$ cat config.mk
export PLATFORM = sky130hd
export DESIGN_NAME = seq_chunk_adder
export DESIGN_NICKNAME = d
export VERILOG_FILES = /design/src/rtl/seq_chunk_adder.sv
export SDC_FILE = /design/constraint.sdc
export NUM_CORES = 1
export LEC_CHECK = 0
export CELL_PAD_IN_SITES_DETAIL_PLACEMENT = 1
export CELL_PAD_IN_SITES_GLOBAL_PLACEMENT = 1
export CORE_UTILIZATION = 42
export DETAILED_ROUTE_END_ITERATION = 6
export PLACE_DENSITY = 0.82
export SYNTH_ARGS = -nofsm -noshare
export SYNTH_HDL_FRONTEND = slang
export SYNTH_SLANG_ARGS = --single-unit
$ cat constraint.sdc
create_clock -name clk -period 8.06 [get_ports clk]
set_input_delay 1.612 -clock clk [delete_from_list [all_inputs] [get_ports clk]]
set_output_delay 1.612 -clock clk [all_outputs]
set_load 0.02 [all_outputs]
$ cat src/rtl/seq_chunk_adder.sv
// ----------------------------------------------------------------------------
// seq_chunk_adder
//
// Purpose:
//   Multi-cycle ripple-carry adder/subtractor. The WIDTH-bit operands are
//   summed CHUNK bits per clock. The carry is held in a register between
//   chunks, so the critical path is only one CHUNK-bit adder deep. A single
//   operation takes N = WIDTH/CHUNK chunk cycles. It uses a start/busy/done
//   handshake. The result, carry-out and signed overflow are held from done
//   until the next accepted operation.
//
// Ports:
//   clk    in   1      rising-edge clock
//   rst_n  in   1      synchronous, active-low reset
//   start  in   1      request; accepted only while busy=0
//   a      in   WIDTH  operand A, sampled on the accepting edge
//   b      in   WIDTH  operand B, sampled on the accepting edge
//   c_in   in   1      carry-in (add) / borrow-in (sub)
//   sub    in   1      0: s = a + b + c_in ; 1: s = a - b - c_in
//   busy   out  1      operation in progress
//   done   out  1      one-cycle pulse, s/c_out/ovf valid
//   s      out  WIDTH  result (mod 2^WIDTH)
//   c_out  out  1      carry out of MSB (sub: 1 = no borrow)
//   ovf    out  1      two's-complement overflow
// ----------------------------------------------------------------------------
module seq_chunk_adder #(
    parameter int WIDTH = 32,
    parameter int CHUNK = 8
) (
    input  logic             clk,
    input  logic             rst_n,
    input  logic             start,
    input  logic [WIDTH-1:0] a,
    input  logic [WIDTH-1:0] b,
    input  logic             c_in,
    input  logic             sub,
    output logic             busy,
    output logic             done,
    output logic [WIDTH-1:0] s,
    output logic             c_out,
    output logic             ovf
);

    localparam int N     = WIDTH / CHUNK;
    localparam int IDX_W = (N > 1) ? $clog2(N) : 1;

    // A chunk size that does not tile the operand would silently drop bits.
    // Refuse to elaborate instead.
    if ((WIDTH % CHUNK) != 0) begin : g_bad_chunk
        $error("seq_chunk_adder: WIDTH (%0d) must be a multiple of CHUNK (%0d)",
               WIDTH, CHUNK);
    end

    typedef enum logic [1:0] {
        IDLE = 2'd0,
        RUN  = 2'd1,
        DONE = 2'd2
    } state_t;

    state_t             state_q, state_d;
    logic [WIDTH-1:0]   a_q, a_d;
    logic [WIDTH-1:0]   b_q, b_d;
    logic               carry_q, carry_d;
    logic [WIDTH-1:0]   s_q, s_d;
    logic               c_out_q, c_out_d;
    logic               ovf_q, ovf_d;
    logic [IDX_W-1:0]   idx_q, idx_d;

    logic [CHUNK-1:0]   a_chunk;
    logic [CHUNK-1:0]   b_chunk;
    logic [CHUNK:0]     chunk_sum;
    logic               msb_cin;

    assign a_chunk   = a_q[idx_q*CHUNK +: CHUNK];
    assign b_chunk   = b_q[idx_q*CHUNK +: CHUNK];
    assign chunk_sum = {1'b0, a_chunk} + {1'b0, b_chunk} + {{CHUNK{1'b0}}, carry_q};

    // The carry into the top bit of the chunk is recovered from the top bit of
    // the sum, because sum = a ^ b ^ cin. This avoids a second adder for the
    // lower CHUNK-1 bits. It also works for CHUNK=1.
    assign msb_cin = a_chunk[CHUNK-1] ^ b_chunk[CHUNK-1] ^ chunk_sum[CHUNK-1];

    // Next-state and datapath update.
    // Subtraction is a + ~b + 1. Folding sub into both the inverted B operand
    // and the initial carry makes borrow-in become (c_in ^ sub).
    always_comb begin
        state_d = state_q;
        a_d     = a_q;
        b_d     = b_q;
        carry_d = carry_q;
        s_d     = s_q;
        c_out_d = c_out_q;
        ovf_d   = ovf_q;
        idx_d   = idx_q;

        case (state_q)
            IDLE, DONE: begin
                if (start) begin
                    a_d     = a;
                    b_d     = sub ? ~b : b;
                    carry_d = c_in ^ sub;
                    s_d     = '0;
                    idx_d   = '0;
                    state_d = RUN;
                end else begin
                    state_d = IDLE;
                end
            end
            RUN: begin
                s_d[idx_q*CHUNK +: CHUNK] = chunk_sum[CHUNK-1:0];
                carry_d = chunk_sum[CHUNK];
                if (idx_q == IDX_W'(N - 1)) begin
                    c_out_d = chunk_sum[CHUNK];
                    ovf_d   = msb_cin ^ chunk_sum[CHUNK];
                    idx_d   = '0;
                    state_d = DONE;
                end else begin
                    idx_d   = idx_q + IDX_W'(1);
                end
            end
            default: begin
                state_d = IDLE;
            end
        endcase
    end

    // State and datapath registers. The reset also aborts an operation that
    // is in flight, so no done pulse follows it.
    always_ff @(posedge clk) begin
        if (!rst_n) begin
            state_q <= IDLE;
            a_q     <= '0;
            b_q     <= '0;
            carry_q <= 1'b0;
            s_q     <= '0;
            c_out_q <= 1'b0;
            ovf_q   <= 1'b0;
            idx_q   <= '0;
        end else begin
            state_q <= state_d;
            a_q     <= a_d;
            b_q     <= b_d;
            carry_q <= carry_d;
            s_q     <= s_d;
            c_out_q <= c_out_d;
            ovf_q   <= ovf_d;
            idx_q   <= idx_d;
        end
    end

    assign busy  = (state_q == RUN);
    assign done  = (state_q == DONE);
    assign s     = s_q;
    assign c_out = c_out_q;
    assign ovf   = ovf_q;

endmodule

==> flow_summary_export.csv <==
group,metric,value,unit
outcome,status,"finished clean",
detailed_routing,viasPerCell,5.43,
setup_path,r2r_setup_slack,4.60,ns
detailed_routing,wl,13.4,mm
detailed_routing,drt-initial-drc-count,176,
synth,synth.distinct_cells,44,
placement,pre_cts_slack,3.70,ns
power_and_ir_drop,ir_worst_vdd,0.109,mV
job,maxCapViolCount,0,
min_path,hp-start,"a_q[7]",
clocking,cts_setup_buffers,0,
floorplanning,rows,39,
power_and_ir_drop,p_leak,2.57,nW
global_routing,grt_pass1_wl,21.3,mm
clocking,clkSinkCount,103,
final_layout,multi_input_comb_area,0.00268,sq mm
power_and_ir_drop,powerDensity,197,mW/mm^2
power_and_ir_drop,power,1.25,mW
synth,yosysSeqAreaShare,41.6,%
sta,finalSetupViolCount,0,
synth,synthSimpleGateAreaFrac,16.6,%
clocking,cts_resized,0,
sta,worst_pin_slew,1.23,ns
clocking,clock_latency,0.34,ns
sta,finalHoldViolCount,0,
synth,ys_ff_latch,103,
sta,timing.final.crit_period,4.02,ns
clocking,cts_tree,"yes",
clocking,cts_max_path_buffers,2,
setup_path,worstPathRequired,8.30,ns
synth,synth_edf_count,0,
sta,max-slew-margin-rel,17.7,%
setup_path,crit_fanout,60,
setup_path,cp.arrival,4.26,ns
detailed_routing,drt_first_pass_iters,5,
floorplanning,core-area,0.0115,sq mm
setup_path,critPathSlowestCell,"nor2b_4",
setup_path,cp-end-kind,"flip-flop",
final_layout,n_antenna_cell,0,
setup_path,worst-setup-path-type,"in -> reg",
setup_path,startpoint_type,"input port",
detailed_routing,post-route-drc-count,0,
floorplanning,die_area,0.0122,sq mm
sta,finalWorstSetupSlack,4.04,ns
synth,synth_adder_area_share,3.59,%
global_routing,grt_start_max_net_pins,112,
clocking,holdBufCountCts,0,
setup_path,path_delay_family,"buffers and inverters",
final_layout,drive_gt1_share,8.60,%
setup_path,reg2reg_depth,10,
min_path,min_path_type,"reg -> reg",
synth,syn_inst,507,
clocking,cts_max_level,3,
placement,dp_hpwl,9.47,mm
synth,async_reset_ff_share,0,%
global_routing,track_usage,21.9,%
final_layout,fin_nets,670,
synth,synth.avg_cell_area,9.77,sq um
synth,syn-num-nets,589,
floorplanning,start_util,43.2,%
detailed_routing,postRouteAntennaNets,0,
global_routing,grt_pass1_vias,4121,
setup_path,cp.buffers_inverters,2,
placement,gp_congestion,0.795,
floorplanning,die_h,111,um
synth,ys.flop_type,"dfxtp_1",
sta,grt_setup_unrepaired,"false",
global_routing,overflow,0,
global_routing,antenna_found_initial,0,
synth,synth_top_family_by_area,"compound AO/OA/AOI/OAI gates",
floorplanning,die_w,111,um
sta,fmax,249,MHz
min_path,holdPathStages,2,
detailed_routing,wl_per_cell,18.2,um
setup_path,max_stage_delay,0.75,ns
clocking,ctsRootBufferMaster,"clkbuf_16",
setup_path,cp_cell_sequence,"clkdlybuf4s50_1 > nor2b_4 > buf_4 > a21oi_1 > and3_1 > a31o_2",
sta,drv_slew,0,
synth,ys_warn_count,0,
synth,synth-compound-area-share,19.7,%
clocking,clkSlewWorstSetupHoldPaths,0.07,ns
placement,portBuffers,104,
sta,fin_crit_sh,49.9,%
final_layout,syn2layout_area_growth,27.9,%
floorplanning,ios,105,
final_layout,seq_area,0.00206,sq mm
sta,tns,0,ns
synth,syn_area,0.00495,sq mm
clocking,cts_buffers,9,
min_path,holdPathEnd,"a_q[7]",
setup_path,reg2reg_from,"idx_q[0]",
synth,synth.mux.area_fraction,7.28,%
detailed_routing,vias,3999,
final_layout,fillCellCount,1258,
sta,finClkSkew,0.00946,ns
synth,synthXorXnorAreaFrac,6.72,%
setup_path,r2r-end,"s[14]",
## cells by family after synthesis
family | after synthesis
AO/OA/AOI/OAI | 123
adder cells (fa/ha/maj) | 13
buffers and inverters | 48
flip-flops | 103
AND/OR/NAND/NOR | 166
multiplexers | 16
XOR/XNOR | 38
## per-layer routing
metal,up-vias,GRT usage (%),routed length [um]
li1,1928,-,-
met1,1959,27.0,5880
met2,96,39.5,6960
met3,16,3.13,372
met4,0,5.96,152
met5,-,0,0
## stage by stage
step	hold WS (ns)	utilization [%]	cell area [sq um]	cells
after CTS	0.470	55.2	6330	736
after global routing	0.484	55.2	6330	736
final	0.465	55.2	6330	736
after floorplan	0.432	-	4950	507
after detailed placement	0.451	52.5	6020	720
after global placement	0.447	52.5	6020	720
## worst max path at each step
stage | startpoint | endpoint | slack (ns) | cells past startpoint
final | start | s[7] | 4.04 | 6
after global routing | start | s[7] | 3.86 | 6
after CTS | start | s[7] | 4.06 | 6
after detailed placement | start | s[7] | 3.70 | 6
after global placement | start | s[31] | 3.80 | 6
after floorplan | idx_q[1] | carry_q | 5.25 | 11
## cell type report
| type | instances | share of cell area, % |
|---|---|---|
| repair buffers | 108 | 16.8 |
| clock buffers | 11 | 3.67 |
| well taps | 143 | 2.82 |
| flip-flops and latches | 103 | 32.6 |
| clock inverters | 5 | 1.28 |
| inverters | 10 | 0.672 |
| multi-input cells | 356 | 42.2 |
## flip-flops by register name, indices dropped and copies added, names as in the netlist
register  count
a_q          32
b_q          32
s            32
idx_q         2
state_q       2
c_out         1
carry_q       1
ovf           1
## layout by cell type, fill, tap and decap left out, types with 2 or more instances in the layout
master           Yosys  routed
dfxtp_1            103     103
a21boi_1             5       5
inv_6                1       2
xnor2_1             35      35
clkdlybuf4s50_1      0     102
and2_1               2       2
buf_4                2       4
nor2b_1             27      26
o21ai_0             10      10
fa_1                 2       2
clkbuf_16            0       9
a22oi_1             24      24
inv_1                9       9
o211a_1             33      33
mux4_2              16      16
nor4b_4              3       3
a21oi_1              9       9
buf_2               17       2
nand2_1            108     108
a21boi_0            29      29
nor2_1               7       7
nand3_1              4       4
nand2b_1             3       3
a31o_2               4       4
and3_1               5       5
ha_1                11      11
xor2_1               3       3
bufinv_16            0       2
clkbuf_1            16       2
## power by group
part / switching (mW) / internal (mW) / leakage (nW)
sequential: 0.0171 / 0.537 / 0.843
combinational: 0.125 / 0.104 / 1.58
clock: 0.193 / 0.273 / 0.150
total: 0.335 / 0.914 / 2.57
## cell usage after synthesis, drive strengths merged, types with 2 or more instances
library cell,count,area [sq um]
a211oi,2,20.0
a21boi,34,255
a21oi,9,45.0
a22oi,24,180
a31o,4,35.0
and2,3,21.3
and3,5,31.3
buf,22,119
clkbuf,16,60.1
dfxtp,103,2060
fa,2,40.0
ha,11,138
inv,10,42.5
mux4,16,360
nand2,109,417
nand2b,4,32.5
nand3,4,20.0
nor2,7,26.3
nor2b,27,169
nor3,2,15.0
nor4b,3,71.3
o211a,33,330
o21ai,11,55.1
xnor2,35,307
xor2,3,26.3
## worst reg2reg max path: cells and delay by family, from the launching register on
family,cells,cell delay [ns]
muxes,1,0.61
buffers and inverters,2,0.49
and+or+nand+nor,1,0.12
DFF,1,0.47
AOI/OAI and AO/OA,3,0.50
adders and majority gates,2,0.70
xor gates and xnor gates,1,0.44
No activity file was read; power rests on OpenSTA's default activity.
